===== src/rtl/axi4_lite_cmd_master.sv =====
// AXI4-Lite configuration package, channel bundle and a single-outstanding
// command-to-AXI4-Lite initiator with an optional response timeout.

package axi4_lite_pkg;
  typedef struct packed {
    int unsigned A;  // address width
    int unsigned N;  // data bytes
    int unsigned I;  // ID width, 0 = no ID
  } axi4_lite_cfg_t;
endpackage

interface axi4_lite_if #(
  parameter axi4_lite_pkg::axi4_lite_cfg_t CONFIG = '{A: 32, N: 4, I: 0}
);
  // ID fields keep one bit when I == 0 so the bundle never has zero-width nets.
  localparam int unsigned IW = (CONFIG.I > 0) ? CONFIG.I : 1;

  logic                    awvalid;
  logic                    awready;
  logic [CONFIG.A-1:0]     awaddr;
  logic [2:0]              awprot;
  logic [IW-1:0]           awid;
  logic                    wvalid;
  logic                    wready;
  logic [8*CONFIG.N-1:0]   wdata;
  logic [CONFIG.N-1:0]     wstrb;
  logic                    bvalid;
  logic                    bready;
  logic [1:0]              bresp;
  logic [IW-1:0]           bid;
  logic                    arvalid;
  logic                    arready;
  logic [CONFIG.A-1:0]     araddr;
  logic [2:0]              arprot;
  logic [IW-1:0]           arid;
  logic                    rvalid;
  logic                    rready;
  logic [8*CONFIG.N-1:0]   rdata;
  logic [1:0]              rresp;
  logic [IW-1:0]           rid;

  modport master (
    output awvalid, awaddr, awprot, awid, wvalid, wdata, wstrb, bready,
           arvalid, araddr, arprot, arid, rready,
    input  awready, wready, bvalid, bresp, bid, arready, rvalid, rdata, rresp, rid
  );

  modport slave (
    input  awvalid, awaddr, awprot, awid, wvalid, wdata, wstrb, bready,
           arvalid, araddr, arprot, arid, rready,
    output awready, wready, bvalid, bresp, bid, arready, rvalid, rdata, rresp, rid
  );
endinterface

module axi4_lite_cmd_master
  import axi4_lite_pkg::*;
#(
  parameter axi4_lite_cfg_t CONFIG  = '{A: 32, N: 4, I: 0},
  parameter int unsigned    TIMEOUT = 0
) (
  input  logic                  aclk,
  input  logic                  aresetn,
  input  logic                  cmd_valid,
  output logic                  cmd_ready,
  input  logic                  cmd_write,
  input  logic [CONFIG.A-1:0]   cmd_addr,
  input  logic [8*CONFIG.N-1:0] cmd_wdata,
  input  logic [CONFIG.N-1:0]   cmd_wstrb,
  output logic                  rsp_valid,
  input  logic                  rsp_ready,
  output logic [8*CONFIG.N-1:0] rsp_rdata,
  output logic [1:0]            rsp_resp,
  output logic                  rsp_timeout,
  axi4_lite_if.master           axi4_m
);

  localparam int unsigned AW = CONFIG.A;
  localparam int unsigned NB = CONFIG.N;
  localparam int unsigned DW = 8 * CONFIG.N;

  // Counter is one bit when the timeout is disabled; it is never consulted then.
  localparam int unsigned TW   = (TIMEOUT > 0) ? $clog2(TIMEOUT + 1) : 1;
  localparam logic [TW-1:0] TSAT = TW'(TIMEOUT);
  localparam logic [TW-1:0] TLIM = TW'((TIMEOUT > 0) ? TIMEOUT - 1 : 0);

  typedef enum logic [2:0] {
    StIdle,
    StWrite,
    StWaitB,
    StRead,
    StWaitR,
    StResp
  } state_e;

  state_e          state_q;
  logic [AW-1:0]   addr_q;
  logic [DW-1:0]   wdata_q;
  logic [NB-1:0]   wstrb_q;
  logic            aw_done_q;
  logic            w_done_q;
  logic            awvalid_q;
  logic            wvalid_q;
  logic            arvalid_q;
  logic            bready_q;
  logic            rready_q;
  logic            cmd_ready_q;
  logic            rsp_valid_q;
  logic [DW-1:0]   rsp_rdata_q;
  logic [1:0]      rsp_resp_q;
  logic            rsp_timeout_q;
  logic [TW-1:0]   tcnt_q;

  logic aw_hs, w_hs, ar_hs, b_hs, r_hs;
  logic busy, advance, tmo_fire;

  // Handshakes, the per-state completing event, and the timeout decision.
  always_comb begin
    aw_hs   = awvalid_q & axi4_m.awready;
    w_hs    = wvalid_q & axi4_m.wready;
    ar_hs   = arvalid_q & axi4_m.arready;
    b_hs    = bready_q & axi4_m.bvalid;
    r_hs    = rready_q & axi4_m.rvalid;
    busy    = 1'b0;
    advance = 1'b0;
    unique case (state_q)
      StWrite: begin
        busy    = 1'b1;
        advance = (aw_done_q | aw_hs) & (w_done_q | w_hs);
      end
      StWaitB: begin
        busy    = 1'b1;
        advance = b_hs;
      end
      StRead: begin
        busy    = 1'b1;
        advance = ar_hs;
      end
      StWaitR: begin
        busy    = 1'b1;
        advance = r_hs;
      end
      default: ;
    endcase
    // A handshake landing in the expiry cycle beats the timeout.
    tmo_fire = (TIMEOUT != 0) && busy && (tcnt_q >= TLIM) && !advance;
  end

  // Transaction FSM with all channel and response outputs registered.
  always_ff @(posedge aclk) begin
    if (!aresetn) begin
      state_q       <= StIdle;
      addr_q        <= '0;
      wdata_q       <= '0;
      wstrb_q       <= '0;
      aw_done_q     <= 1'b0;
      w_done_q      <= 1'b0;
      awvalid_q     <= 1'b0;
      wvalid_q      <= 1'b0;
      arvalid_q     <= 1'b0;
      bready_q      <= 1'b0;
      rready_q      <= 1'b0;
      cmd_ready_q   <= 1'b1;
      rsp_valid_q   <= 1'b0;
      rsp_rdata_q   <= '0;
      rsp_resp_q    <= 2'b00;
      rsp_timeout_q <= 1'b0;
      tcnt_q        <= '0;
    end else begin
      if (busy && tcnt_q != TSAT) tcnt_q <= tcnt_q + 1'b1;

      unique case (state_q)
        StIdle: begin
          if (cmd_valid && cmd_ready_q) begin
            addr_q      <= cmd_addr;
            wdata_q     <= cmd_wdata;
            wstrb_q     <= cmd_wstrb;
            aw_done_q   <= 1'b0;
            w_done_q    <= 1'b0;
            tcnt_q      <= '0;
            cmd_ready_q <= 1'b0;
            // Any post-timeout drain ends once a new command is taken.
            bready_q    <= 1'b0;
            rready_q    <= 1'b0;
            if (cmd_write) begin
              state_q   <= StWrite;
              awvalid_q <= 1'b1;
              wvalid_q  <= 1'b1;
            end else begin
              state_q   <= StRead;
              arvalid_q <= 1'b1;
            end
          end
        end
        StWrite: begin
          if (aw_hs) begin
            aw_done_q <= 1'b1;
            awvalid_q <= 1'b0;
          end
          if (w_hs) begin
            w_done_q <= 1'b1;
            wvalid_q <= 1'b0;
          end
          if (advance) begin
            state_q  <= StWaitB;
            bready_q <= 1'b1;
          end
        end
        StWaitB: begin
          if (b_hs) begin
            state_q       <= StResp;
            bready_q      <= 1'b0;
            rsp_valid_q   <= 1'b1;
            rsp_rdata_q   <= '0;
            rsp_resp_q    <= axi4_m.bresp;
            rsp_timeout_q <= 1'b0;
          end
        end
        StRead: begin
          if (ar_hs) begin
            state_q   <= StWaitR;
            arvalid_q <= 1'b0;
            rready_q  <= 1'b1;
          end
        end
        StWaitR: begin
          if (r_hs) begin
            state_q       <= StResp;
            rready_q      <= 1'b0;
            rsp_valid_q   <= 1'b1;
            rsp_rdata_q   <= axi4_m.rdata;
            rsp_resp_q    <= axi4_m.rresp;
            rsp_timeout_q <= 1'b0;
          end
        end
        StResp: begin
          if (rsp_ready) begin
            state_q     <= StIdle;
            rsp_valid_q <= 1'b0;
            cmd_ready_q <= 1'b1;
          end
        end
        default: state_q <= StIdle;
      endcase

      // Abandon the transaction: drop pending valids and drain late B/R beats.
      if (tmo_fire) begin
        state_q       <= StResp;
        awvalid_q     <= 1'b0;
        wvalid_q      <= 1'b0;
        arvalid_q     <= 1'b0;
        bready_q      <= 1'b1;
        rready_q      <= 1'b1;
        rsp_valid_q   <= 1'b1;
        rsp_rdata_q   <= '0;
        rsp_resp_q    <= 2'b11;
        rsp_timeout_q <= 1'b1;
      end
    end
  end

  assign cmd_ready   = cmd_ready_q;
  assign rsp_valid   = rsp_valid_q;
  assign rsp_rdata   = rsp_rdata_q;
  assign rsp_resp    = rsp_resp_q;
  assign rsp_timeout = rsp_timeout_q;

  assign axi4_m.awvalid = awvalid_q;
  assign axi4_m.awaddr  = addr_q;
  assign axi4_m.awprot  = 3'b000;
  assign axi4_m.awid    = '0;
  assign axi4_m.wvalid  = wvalid_q;
  assign axi4_m.wdata   = wdata_q;
  assign axi4_m.wstrb   = wstrb_q;
  assign axi4_m.bready  = bready_q;
  assign axi4_m.arvalid = arvalid_q;
  assign axi4_m.araddr  = addr_q;
  assign axi4_m.arprot  = 3'b000;
  assign axi4_m.arid    = '0;
  assign axi4_m.rready  = rready_q;

  // Response IDs are deliberately ignored.
  logic unused_ids;
  assign unused_ids = ^{axi4_m.bid, axi4_m.rid};

endmodule


===== src/flat_wrapper.sv =====
// flat-port wrapper written by rule: the top's interface ports become plain ports
module axi4_lite_cmd_master_flat import axi4_lite_pkg::*;
#(
  parameter axi4_lite_cfg_t CONFIG  = '{A: 32, N: 4, I: 0},
  parameter int unsigned    TIMEOUT = 0
)
  (aclk, aresetn, cmd_valid, cmd_ready, cmd_write, cmd_addr, cmd_wdata, cmd_wstrb, rsp_valid, rsp_ready, rsp_rdata, rsp_resp, rsp_timeout, axi4_m_awvalid, axi4_m_awaddr, axi4_m_awprot, axi4_m_awid, axi4_m_wvalid, axi4_m_wdata, axi4_m_wstrb, axi4_m_bready, axi4_m_arvalid, axi4_m_araddr, axi4_m_arprot, axi4_m_arid, axi4_m_rready, axi4_m_awready, axi4_m_wready, axi4_m_bvalid, axi4_m_bresp, axi4_m_bid, axi4_m_arready, axi4_m_rvalid, axi4_m_rdata, axi4_m_rresp, axi4_m_rid);
  axi4_lite_if #(.CONFIG(CONFIG)) axi4_m_i ();
  input  logic aclk;
  input  logic aresetn;
  input  logic cmd_valid;
  output logic cmd_ready;
  input  logic cmd_write;
  input  logic [CONFIG.A-1:0] cmd_addr;
  input  logic [8*CONFIG.N-1:0] cmd_wdata;
  input  logic [CONFIG.N-1:0] cmd_wstrb;
  output logic rsp_valid;
  input  logic rsp_ready;
  output logic [8*CONFIG.N-1:0] rsp_rdata;
  output logic [1:0] rsp_resp;
  output logic rsp_timeout;
  output wire logic [$bits(axi4_m_i.awvalid)-1:0] axi4_m_awvalid;
  output wire logic [$bits(axi4_m_i.awaddr)-1:0] axi4_m_awaddr;
  output wire logic [$bits(axi4_m_i.awprot)-1:0] axi4_m_awprot;
  output wire logic [$bits(axi4_m_i.awid)-1:0] axi4_m_awid;
  output wire logic [$bits(axi4_m_i.wvalid)-1:0] axi4_m_wvalid;
  output wire logic [$bits(axi4_m_i.wdata)-1:0] axi4_m_wdata;
  output wire logic [$bits(axi4_m_i.wstrb)-1:0] axi4_m_wstrb;
  output wire logic [$bits(axi4_m_i.bready)-1:0] axi4_m_bready;
  output wire logic [$bits(axi4_m_i.arvalid)-1:0] axi4_m_arvalid;
  output wire logic [$bits(axi4_m_i.araddr)-1:0] axi4_m_araddr;
  output wire logic [$bits(axi4_m_i.arprot)-1:0] axi4_m_arprot;
  output wire logic [$bits(axi4_m_i.arid)-1:0] axi4_m_arid;
  output wire logic [$bits(axi4_m_i.rready)-1:0] axi4_m_rready;
  input wire logic [$bits(axi4_m_i.awready)-1:0] axi4_m_awready;
  input wire logic [$bits(axi4_m_i.wready)-1:0] axi4_m_wready;
  input wire logic [$bits(axi4_m_i.bvalid)-1:0] axi4_m_bvalid;
  input wire logic [$bits(axi4_m_i.bresp)-1:0] axi4_m_bresp;
  input wire logic [$bits(axi4_m_i.bid)-1:0] axi4_m_bid;
  input wire logic [$bits(axi4_m_i.arready)-1:0] axi4_m_arready;
  input wire logic [$bits(axi4_m_i.rvalid)-1:0] axi4_m_rvalid;
  input wire logic [$bits(axi4_m_i.rdata)-1:0] axi4_m_rdata;
  input wire logic [$bits(axi4_m_i.rresp)-1:0] axi4_m_rresp;
  input wire logic [$bits(axi4_m_i.rid)-1:0] axi4_m_rid;
  assign axi4_m_awvalid = axi4_m_i.awvalid;
  assign axi4_m_awaddr = axi4_m_i.awaddr;
  assign axi4_m_awprot = axi4_m_i.awprot;
  assign axi4_m_awid = axi4_m_i.awid;
  assign axi4_m_wvalid = axi4_m_i.wvalid;
  assign axi4_m_wdata = axi4_m_i.wdata;
  assign axi4_m_wstrb = axi4_m_i.wstrb;
  assign axi4_m_bready = axi4_m_i.bready;
  assign axi4_m_arvalid = axi4_m_i.arvalid;
  assign axi4_m_araddr = axi4_m_i.araddr;
  assign axi4_m_arprot = axi4_m_i.arprot;
  assign axi4_m_arid = axi4_m_i.arid;
  assign axi4_m_rready = axi4_m_i.rready;
  assign axi4_m_i.awready = axi4_m_awready;
  assign axi4_m_i.wready = axi4_m_wready;
  assign axi4_m_i.bvalid = axi4_m_bvalid;
  assign axi4_m_i.bresp = axi4_m_bresp;
  assign axi4_m_i.bid = axi4_m_bid;
  assign axi4_m_i.arready = axi4_m_arready;
  assign axi4_m_i.rvalid = axi4_m_rvalid;
  assign axi4_m_i.rdata = axi4_m_rdata;
  assign axi4_m_i.rresp = axi4_m_rresp;
  assign axi4_m_i.rid = axi4_m_rid;
  axi4_lite_cmd_master #(.CONFIG(CONFIG), .TIMEOUT(TIMEOUT)) u_core (.aclk(aclk), .aresetn(aresetn), .cmd_valid(cmd_valid), .cmd_ready(cmd_ready), .cmd_write(cmd_write), .cmd_addr(cmd_addr), .cmd_wdata(cmd_wdata), .cmd_wstrb(cmd_wstrb), .rsp_valid(rsp_valid), .rsp_ready(rsp_ready), .rsp_rdata(rsp_rdata), .rsp_resp(rsp_resp), .rsp_timeout(rsp_timeout), .axi4_m(axi4_m_i));
endmodule

===== config.mk =====
export PLATFORM = sky130hd
export DESIGN_NAME = axi4_lite_cmd_master_flat
export DESIGN_NICKNAME = d
export VERILOG_FILES = /design/src/rtl/axi4_lite_cmd_master.sv /design/src/flat_wrapper.sv
export SDC_FILE = /design/constraint.sdc
export NUM_CORES = 1
export LEC_CHECK = 0
export CAP_MARGIN = 15
export CORE_AREA = 2 2 110 112
export DETAILED_ROUTE_END_ITERATION = 10
export DIE_AREA = 0 0 112 114
export PLACE_DENSITY = 0.82
export SLEW_MARGIN = 20
export SYNTH_ARGS = -nofsm -noshare
export SYNTH_HDL_FRONTEND = slang
export SYNTH_SLANG_ARGS = --single-unit

===== constraint.sdc =====
create_clock -name aclk -period 4.7 [get_ports aclk]
set_clock_uncertainty 0.1 [all_clocks]
set_input_delay 0.705 -clock aclk [delete_from_list [all_inputs] [get_ports aclk]]
set_output_delay 0.705 -clock aclk [all_outputs]
set_load 0.05 [all_outputs]

=== Word level (Yosys, flattened, before mapping) ===
Index checks and enable logic that the tools add are counted.

* Flip-flop bits (word level): 115
* Logic and storage cells: 103
* Input bits: 116

* Muxes and demuxes: 43
* Bitwise logic cells: 8
* Reduce and logical (&&, ||, !) cells: 21
* Equal/unequal tests: 15

{| class="wikitable"
|+ Operator list
! kind !! count
|-
| 32-bit two-way mux || 2
|-
| 32-bit one-hot mux with 2 select lines || 1
|-
| 4-bit AND reduction || 6
|-
| 1-bit two-way mux || 18
|-
| 3-bit two-way mux || 6
|-
| 3-bit one-hot mux with 6 select lines || 1
|-
| 2-bit by 1-bit != test with 1-bit output, second input constant || 7
|-
| 1-bit one-hot mux with 2 select lines || 7
|-
| 3-bit AND reduction || 4
|-
| 1-bit one-hot mux with 3 select lines || 3
|-
| 3-bit nonzero test || 3
|-
| 2-bit nonzero test || 4
|-
| 1-bit bitwise AND || 6
|-
| 3-bit by 2-bit equality test with 1-bit output, second input constant || 2
|-
| 3-bit equality test, second input constant || 2
|-
| 2-bit two-way mux || 3
|-
| 2-bit != test, second input constant || 3
|-
| 6-bit AND reduction || 1
|-
| 1-bit one-hot mux with 4 select lines || 1
|-
| 2-bit one-hot mux with 2 select lines || 1
|-
| 3-bit by 1-bit equality test with 1-bit output, second input constant || 1
|-
| 3-bit logical NOT || 1
|-
| 1-bit OR || 2
|-
| 2-bit AND reduction || 1
|-
| 1-bit logical AND || 1
|}

=== Logic depth before layout (Yosys ltp) ===
Gate-level depths: netlist of the first run.

* Depth in word-level cells: 6
* Depth in mapped cells: 8
* Mapped depth without buffers: 5

=== Worst setup path before layout of the first run ===
Ideal clock, no wire load.

* Path kind: register -> register
* From: register u_core.cmd_ready_q (netlist: u_core.cmd_ready)
* To: register u_core.state_q[0]
* Period minus slack after synthesis: 1.985 ns
* Data required time: 4.542 ns
* Buffers on the path: 0
* Setup time: 0.058 ns
* Data arrival time: 1.827 ns
* Stages on the path, launching flop included: 6
* Setup slack: 2.715 ns
* Path through: dfxtp_1 -> a2111oi_0 -> a31o_1 -> or2_1 -> a2111oi_0 -> o21a_1

* Cells in the longest elaborated chain, start to end: 3

{| class="wikitable"
|+ Ends and longest elaborated chain
! element !! line !! RTL
|-
| from (decl) || axi4_lite_cmd_master.sv:106 || <nowiki>logic cmd_ready_q;</nowiki>
|-
| from (signal assigned) || axi4_lite_cmd_master.sv:162 || <nowiki>cmd_ready_q <= 1'b1;</nowiki>
|-
| from (signal assigned) || axi4_lite_cmd_master.sv:180 || <nowiki>cmd_ready_q <= 1'b0;</nowiki>
|-
| from (signal assigned) || axi4_lite_cmd_master.sv:239 || <nowiki>cmd_ready_q <= 1'b1;</nowiki>
|-
| 1-bit logical AND || axi4_lite_cmd_master.sv:173 || <nowiki>if (cmd_valid && cmd_ready_q) begin</nowiki>
|-
| 2-bit by 1-bit != test with 1-bit output (no line) || -- ||
|-
| 6-bit AND reduction (no line) || -- ||
|-
| to (signal assigned) || axi4_lite_cmd_master.sv:185 || <nowiki>state_q <= StWrite;</nowiki>
|-
| to (signal assigned) || axi4_lite_cmd_master.sv:189 || <nowiki>state_q <= StRead;</nowiki>
|-
| to (signal assigned) || axi4_lite_cmd_master.sv:204 || <nowiki>state_q <= StWaitB;</nowiki>
|-
| to (decl) || axi4_lite_cmd_master.sv:95 || <nowiki>state_e state_q;</nowiki>
|}

No other way between the ends.
A chain may end at the register's enable or synchronous reset.

=== Worst setup path in the final report of the first run ===
* From: register u_core.cmd_ready_q (netlist: u_core.cmd_ready)
* To: output port cmd_ready

{| class="wikitable"
|+ RTL lines
! element !! line !! RTL
|-
| to (decl) || flat_wrapper.sv:12 || <nowiki>output logic cmd_ready;</nowiki>
|}

No word-level cell between the ends.

==> load_flow_metrics.sql, run 1 <==
INSERT INTO impl_metrics (metric_group, metric, value, unit) VALUES
('sta', 'post-route-min-period', '2.43', 'ns'),
('finish', 'insertedDiodeCount', '0', ''),
('cts', 'clock_insertion_delay_worst_skew', '0.40', 'ns'),
('detailed_routing', 'drc', '0', ''),
('sta', 'finalHoldViolCount', '0', ''),
('logic_synthesis', 'synth_top_family_by_area', 'compound AO/OA/AOI/OAI gates', ''),
('floorplan', 'design.portCount', '266', ''),
('setup_path', 'critical_path_class', 'register to primary output', ''),
('grt', 'groute.usage.overall', '0.204', ''),
('sta', 'finalSetupViolCount', '0', ''),
('grt', 'number_of_global_route_vias_before_repair', '4302', ''),
('hold_path', 'path_class_of_the_lowest_slack_min_delay_path', 'register to register', ''),
('setup_path', 'start_kind', 'register', ''),
('sta', 'final-max-slew-violation-count', '0', ''),
('finish', 'area.growth.synth_to_final', '63.1', '%'),
('sta', 'max_slew.worst_pin.slew', '0.766', 'ns'),
('detailed_routing', 'num_vias', '4390', ''),
('power_and_ir_drop', 'power.internal', '2.48', 'mW'),
('logic_synthesis', 'synth_edf_count', '0', ''),
('cts', 'cts.sinks', '114', ''),
('finish', 'final-instance-count-excl-fill', '904', ''),
('grt', 'grt_start_max_net_pins', '88', ''),
('finish', 'layout-drive-gt1-share', '0.0581', ''),
('power_and_ir_drop', 'flop_pwr_share', '0.294', ''),
('placed_design', 'place_worst_setup_slack', '1.59', 'ns'),
('finish', 'final_common_cell', 'clkdlybuf4s50_1', ''),
('cts', 'cts_htree_levels', '4', ''),
('power_and_ir_drop', 'sw_frac_of_total', '0.403', ''),
('placed_design', 'number_of_port_buffers', '254', ''),
('floorplan', 'row_count', '40', ''),
('floorplan', 'core_area', '11700', 'sq um'),
('logic_synthesis', 'syn-instance-count', '536', ''),
('cts', 'cts_root_buf', 'clkbuf_16', ''),
('setup_path', 'worstPathArrival', '1.62', 'ns'),
('detailed_routing', 'postRouteWirelength', '13500', 'microns'),
('cts', 'path_clk_slew', '0.05', 'ns'),
('sta', 'slew_headroom', '0.488', ''),
('detailed_routing', 'route.antenna.remaining_nets', '0', ''),
('logic_synthesis', 'synthAdderAreaFrac', '0', ''),
('logic_synthesis', 'async_flop_share', '0', ''),
('detailed_routing', 'wl_per_cell', '15.0', 'microns'),
('placed_design', 'dp.final_hpwl', '9670', 'microns'),
('logic_synthesis', 'post_synth_mux_area_share', '0', ''),
('floorplan', 'area_of_the_die', '12800', 'sq um'),
('logic_synthesis', 'post-synth-top-area-fraction', '0.490', ''),
('detailed_routing', 'detailedRoute.firstPassIterationCount', '7', ''),
('cts', 'number_of_buffers_inserted_to_repair_setup_after_cts', '0', ''),
('setup_path', 'timing.critical_path.max_delay_family', 'buffers and inverters', ''),
('power_and_ir_drop', 'power_per_cell_area', '547', 'nW/um^2'),
('cts', 'cts_hold_buffers', '0', ''),
('setup_path', 'worstPathBufferInverterCount', '1', ''),
('detailed_routing', 'vias_per_cell', '4.86', ''),
('floorplan', 'floorplan.initialDensity', '0.398', ''),
('logic_synthesis', 'yosys.area_share.xor_xnor', '0', ''),
('setup_path', 'worst_path_largest_cell_delay', '0.85', 'ns'),
('placed_design', 'dpl.cell_count', '872', ''),
('run_status', 'run_status', 'finished, final reports clean', ''),
('sta', 'timing.fmax', '412', 'MHz'),
('placed_design', 'finalWeightedCongestion', '0.819', ''),
('logic_synthesis', 'number_of_distinct_library_cells_after_synthesis', '33', ''),
('logic_synthesis', 'ys_seq_elements', '114', ''),
('cts', 'max-clock-path-buffers', '2', ''),
('logic_synthesis', 'yosys_warn_count', '0', ''),
('job', 'drv_cap', '0', ''),
('sta', 'timing.final.crit_share', '0.516', ''),
('sta', 'fin_setup_tns', '0', 'ns'),
('setup_path', 'crit_chain', 'clkdlybuf4s50_1', ''),
('sta', 'slack_of_the_critical_path', '2.27', 'ns'),
('power_and_ir_drop', 'cell_leakage_power', '2.70', 'nW'),
('cts', 'tritoncts.num_buffers', '17', ''),
('power_and_ir_drop', 'clock_share_of_power', '0.314', '');
==> power by group through the flow <==
stage / Clock, mW / Combinational (mW) / Sequential [mW]
floorplan: 0 / 0.761 / 1.64
global placement: 0 / 1.60 / 1.23
detailed placement: 0 / 1.64 / 1.24
CTS: 1.33 / 1.64 / 1.22
global route: 1.37 / 1.72 / 1.24
finish: 1.30 / 1.63 / 1.22
==> kinds of logic after synthesis <==
kind of cell / Yosys count
AOI/OAI and AO/OA: 130
buffers and inverters: 79
DFF: 114
other: 1
and+or+nand+nor: 212
==> stage by stage <==
step                power (mW)  area [sq um]
floorplan                 2.40          4690
detailed placement        2.88          6980
global route              4.34          7590
finish                    4.15          7590
CTS                       4.19          7590
global placement          2.84          6980
==> cell usage after synthesis (all sizes together) (5+ instances only) <==
cell type / instances
buf: 57
a21boi: 74
a22oi: 33
a21oi: 5
clkbuf: 20
dfxtp: 114
nand2: 157
nor2: 7
nor2b: 35
nand3: 5
==> routing by layer <==
metal  share of wire  global-route usage
met1            0.39               0.219
met2            0.50               0.362
met3           0.074              0.0627
met4           0.036               0.106
met5               0                   0
==> worst paths after layout <==
| kind | to | start | cells after the start | slack [ns] |
|---|---|---|---|---|
| hold reg to reg | u_core.axi4_m.wdata[1] | u_core.axi4_m.wdata[1] | 2 | 0.35 |
| setup / recovery | cmd_ready | u_core.cmd_ready | 1 | 2.27 |
| setup reg to reg | u_core.rsp_rdata[30] | u_core.state_q[1] | 5 | 2.29 |
| hold / removal | u_core.axi4_m.wdata[1] | u_core.axi4_m.wdata[1] | 2 | 0.35 |
==> layout make-up <==
cell class              instances  area (sq um)
multi-input cells             351          1940
inverters                       2          7.51
clock inverters                15           183
well taps                     147           184
flip-flops and latches        114          2280
fillers                       945          4120
repair buffers                258          2570
clock buffers                  17           425
==> flip-flops by register name, indices dropped and copies added (netlist names) <==
signal and count:
u_core.aw_done_q 1, u_core.axi4_m.araddr 32, u_core.axi4_m.arvalid 1, u_core.axi4_m.awvalid 1
u_core.axi4_m.bready 1, u_core.axi4_m.rready 1, u_core.axi4_m.wdata 32, u_core.axi4_m.wstrb 4
u_core.axi4_m.wvalid 1, u_core.cmd_ready 1, u_core.rsp_rdata 32, u_core.rsp_resp 2
u_core.rsp_valid 1, u_core.state_q 3, u_core.w_done_q 1
(Power assumes the default switching activity.)
==> inputs of run 2 (changes only) <==
--- a/config.mk
+++ b/config.mk
@@ -6,10 +6,10 @@
 export NUM_CORES = 1
 export LEC_CHECK = 0
 export CAP_MARGIN = 15
-export CORE_AREA = 2 2 110 112
+export CORE_AREA = 2 2 114 116
 export DETAILED_ROUTE_END_ITERATION = 10
-export DIE_AREA = 0 0 112 114
-export PLACE_DENSITY = 0.82
+export DIE_AREA = 0 0 116 118
+export PLACE_DENSITY = 0.77
 export SLEW_MARGIN = 20
 export SYNTH_ARGS = -nofsm -noshare
 export SYNTH_HDL_FRONTEND = slang
==> constraint.sdc (replaced) <==
create_clock -name aclk -period 2.5 [get_ports aclk]
set_clock_uncertainty 0.1 [all_clocks]
set_input_delay 0.375 -clock aclk [delete_from_list [all_inputs] [get_ports aclk]]
set_output_delay 0.375 -clock aclk [all_outputs]
set_load 0.05 [all_outputs]
==> run 2 against run 1 <==
Net effect:
- setup slack worse by 2.0 ns
- first-iteration DRC count up 40%
- register-to-register slack worse by 2.1 ns
- global-route usage down 0.86 points
- non-clock buffer count up 5
- flip-flop and latch count unchanged
- final area up 0.81%
- utilization down 3.2 points
- clock-buffer cell count up 11
- critical endpoint is now u_core.rsp_rdata[23]
- largest power group unchanged
- highest routed layer unchanged
==> load_flow_metrics.sql, run 2 (synthesis gave the netlist of run 1 again) <==
INSERT INTO impl_metrics (metric_group, metric, value, unit) VALUES
('floorplan', 'floorplan.initialDensity', '0.375', ''),
('sta', 'timing.final.crit_share', '0.908', ''),
('grt', 'grt_start_max_net_pins', '69', ''),
('sta', 'grt_setup_unrepaired', 'no', ''),
('finish', 'layout.cells.most_common_list', 'clkdlybuf4s50_1 (253), nand2_1 (156), dfxtp_1 (114), a21boi_1 (48)', ''),
('finish', 'final_core_utilization', '0.617', ''),
('cts', 'clock_insertion_delay_worst_skew', '0.40', 'ns'),
('floorplan', 'area_of_the_die', '13700', 'sq um'),
('detailed_routing', 'first_iter_violations', '362', ''),
('power_and_ir_drop', 'power_per_cell_area', '1010', 'nW/um^2'),
('finish', 'final_common_cell', 'clkdlybuf4s50_1', ''),
('cts', 'path_clk_slew', '0.05', 'ns'),
('setup_path', 'worstPathArrival', '2.51', 'ns'),
('placed_design', 'finalWeightedCongestion', '0.791', ''),
('sta', 'slew_headroom', '0.607', ''),
('setup_path', 'worst_path_largest_cell_delay', '0.58', 'ns'),
('floorplan', 'die_height', '118', 'microns'),
('placed_design', 'dp.final_hpwl', '9770', 'microns'),
('grt', 'antenna_found_initial', '0', ''),
('floorplan', 'row_count', '41', ''),
('sta', 'finalSetupViolCount', '0', ''),
('detailed_routing', 'num_vias', '4414', ''),
('cts', 'cts_hold_buffers', '0', ''),
('finish', 'final-instance-count-excl-fill', '934', ''),
('floorplan', 'design.portCount', '266', ''),
('finish', 'fillCellCount', '1084', ''),
('run_status', 'run_status', 'finished, final reports clean', ''),
('placed_design', 'number_of_port_buffers', '254', ''),
('grt', 'globalRoute.totalOverflow', '0', ''),
('detailed_routing', 'detailedRoute.firstPassIterationCount', '4', ''),
('setup_path', 'endpoint_required_time_on_the_critical_path', '2.74', 'ns'),
('sta', 'finalHoldViolCount', '0', ''),
('power_and_ir_drop', 'irDropWorstVdd', '0.000553', 'V'),
('sta', 'slack_of_the_critical_path', '0.229', 'ns'),
('cts', 'cts.sinks', '114', ''),
('setup_path', 'start_kind', 'register', ''),
('setup_path', 'timing.critical_path.max_delay_family', 'simple AND/OR/NAND/NOR gates', ''),
('grt', 'number_of_global_route_vias_before_repair', '4230', ''),
('placed_design', 'dpl.cell_count', '902', ''),
('floorplan', 'dieWidth', '116', 'microns'),
('placed_design', 'place_area', '7080', 'sq um'),
('power_and_ir_drop', 'power.total', '7.73', 'mW'),
('cts', 'cts_root_buf', 'clkbuf_16', ''),
('finish', 'finalInstanceArea', '7660', 'sq um'),
('sta', 'fin_setup_tns', '0', 'ns'),
('finish', 'insertedDiodeCount', '0', ''),
('setup_path', 'crit_chain', 'nor2b_2 > nor3b_1 > or3_1 > buf_4 > a22oi_1 > nor2b_1', ''),
('sta', 'post-route-min-period', '2.27', 'ns'),
('power_and_ir_drop', 'cell_leakage_power', '2.74', 'nW'),
('finish', 'area.growth.synth_to_final', '64.4', '%'),
('cts', 'number_of_buffers_inserted_to_repair_setup_after_cts', '0', ''),
('cts', 'max-clock-path-buffers', '2', ''),
('detailed_routing', 'vias_per_cell', '4.73', ''),
('hold_path', 'path_class_of_the_lowest_slack_min_delay_path', 'primary input to register', ''),
('job', 'drv_cap', '0', ''),
('sta', 'finalHoldWorstSlack', '0.203', 'ns'),
('sta', 'timing.fmax', '440', 'MHz'),
('detailed_routing', 'postRouteWirelength', '13500', 'microns'),
('detailed_routing', 'route.antenna.remaining_nets', '0', ''),
('setup_path', 'worstPathBufferInverterCount', '1', ''),
('cts', 'cts_htree_levels', '4', ''),
('setup_path', 'crit_fanout', '37', ''),
('placed_design', 'place_worst_setup_slack', '0.293', 'ns'),
('finish', 'multiInputGateArea', '1940', 'sq um'),
('setup_path', 'setup.worst_path.end_class', 'register', ''),
('sta', 'max_slew.worst_pin.slew', '0.575', 'ns'),
('cts', 'tritoncts.num_buffers', '17', ''),
('cts', 'cts_resized', '0', ''),
('grt', 'groute.usage.overall', '0.195', ''),
('setup_path', 'cpMaxStageDelayCell', 'dfxtp_1', ''),
('cts', 'cts_tree', 'built', ''),
('finish', 'ff_latch_area', '2280', 'sq um'),
('finish', 'layout-drive-gt1-share', '0.0564', ''),
('detailed_routing', 'drc', '0', ''),
('detailed_routing', 'wl_per_cell', '14.4', 'microns'),
('sta', 'final-max-slew-violation-count', '0', ''),
('grt', 'global_route_wire_length_before_repair', '20900', 'microns'),
('setup_path', 'critical_path_class', 'register to register', ''),
('floorplan', 'core_area', '12400', 'sq um'),
('finish', 'num-nets-final', '865', '');
[run 2: worst paths after layout]
kind	to	depth (start not counted)	slack [ns]	startpoint
worst min-delay path	u_core.axi4_m.wdata[4]	2	0.20	aresetn
worst max register to register	u_core.rsp_rdata[23]	6	0.23	u_core.state_q[1]
worst min register to register	u_core.axi4_m.wdata[1]	2	0.35	u_core.axi4_m.wdata[1]
worst max-delay path	u_core.rsp_rdata[23]	6	0.23	u_core.state_q[1]
[run 2: worst register-to-register path, delay by kind of cell (launching register included)]
family,cells,cell delay [ns]
flops,1,0.58
buf+inv,1,0.35
simple gates,4,1.05
compound gates,1,0.14
[run 2: report_power, final]
group          total [mW]  internal, mW  switching [mW]  leakage (nW)
Combinational        3.15          1.06            2.09          1.53
Sequential           2.29          2.08           0.205         0.928
Clock                2.29          1.52           0.775         0.284
[run 2: cell type report]
type / instances / area share
Multi-Input combinational cell: 351 / 0.253
Tap cell: 172 / 0.0281
Clock buffer: 28 / 0.0688
Inverter: 2 / 0.000981
Clock inverter: 4 / 0.00588
Timing Repair Buffer: 263 / 0.345
Sequential cell: 114 / 0.298
[run 2: routing by layer]
metal,global-route usage,part of all wire
met1,0.210,0.39
met4,0.105,0.035
met3,0.0736,0.085
met5,0,0
met2,0.327,0.49
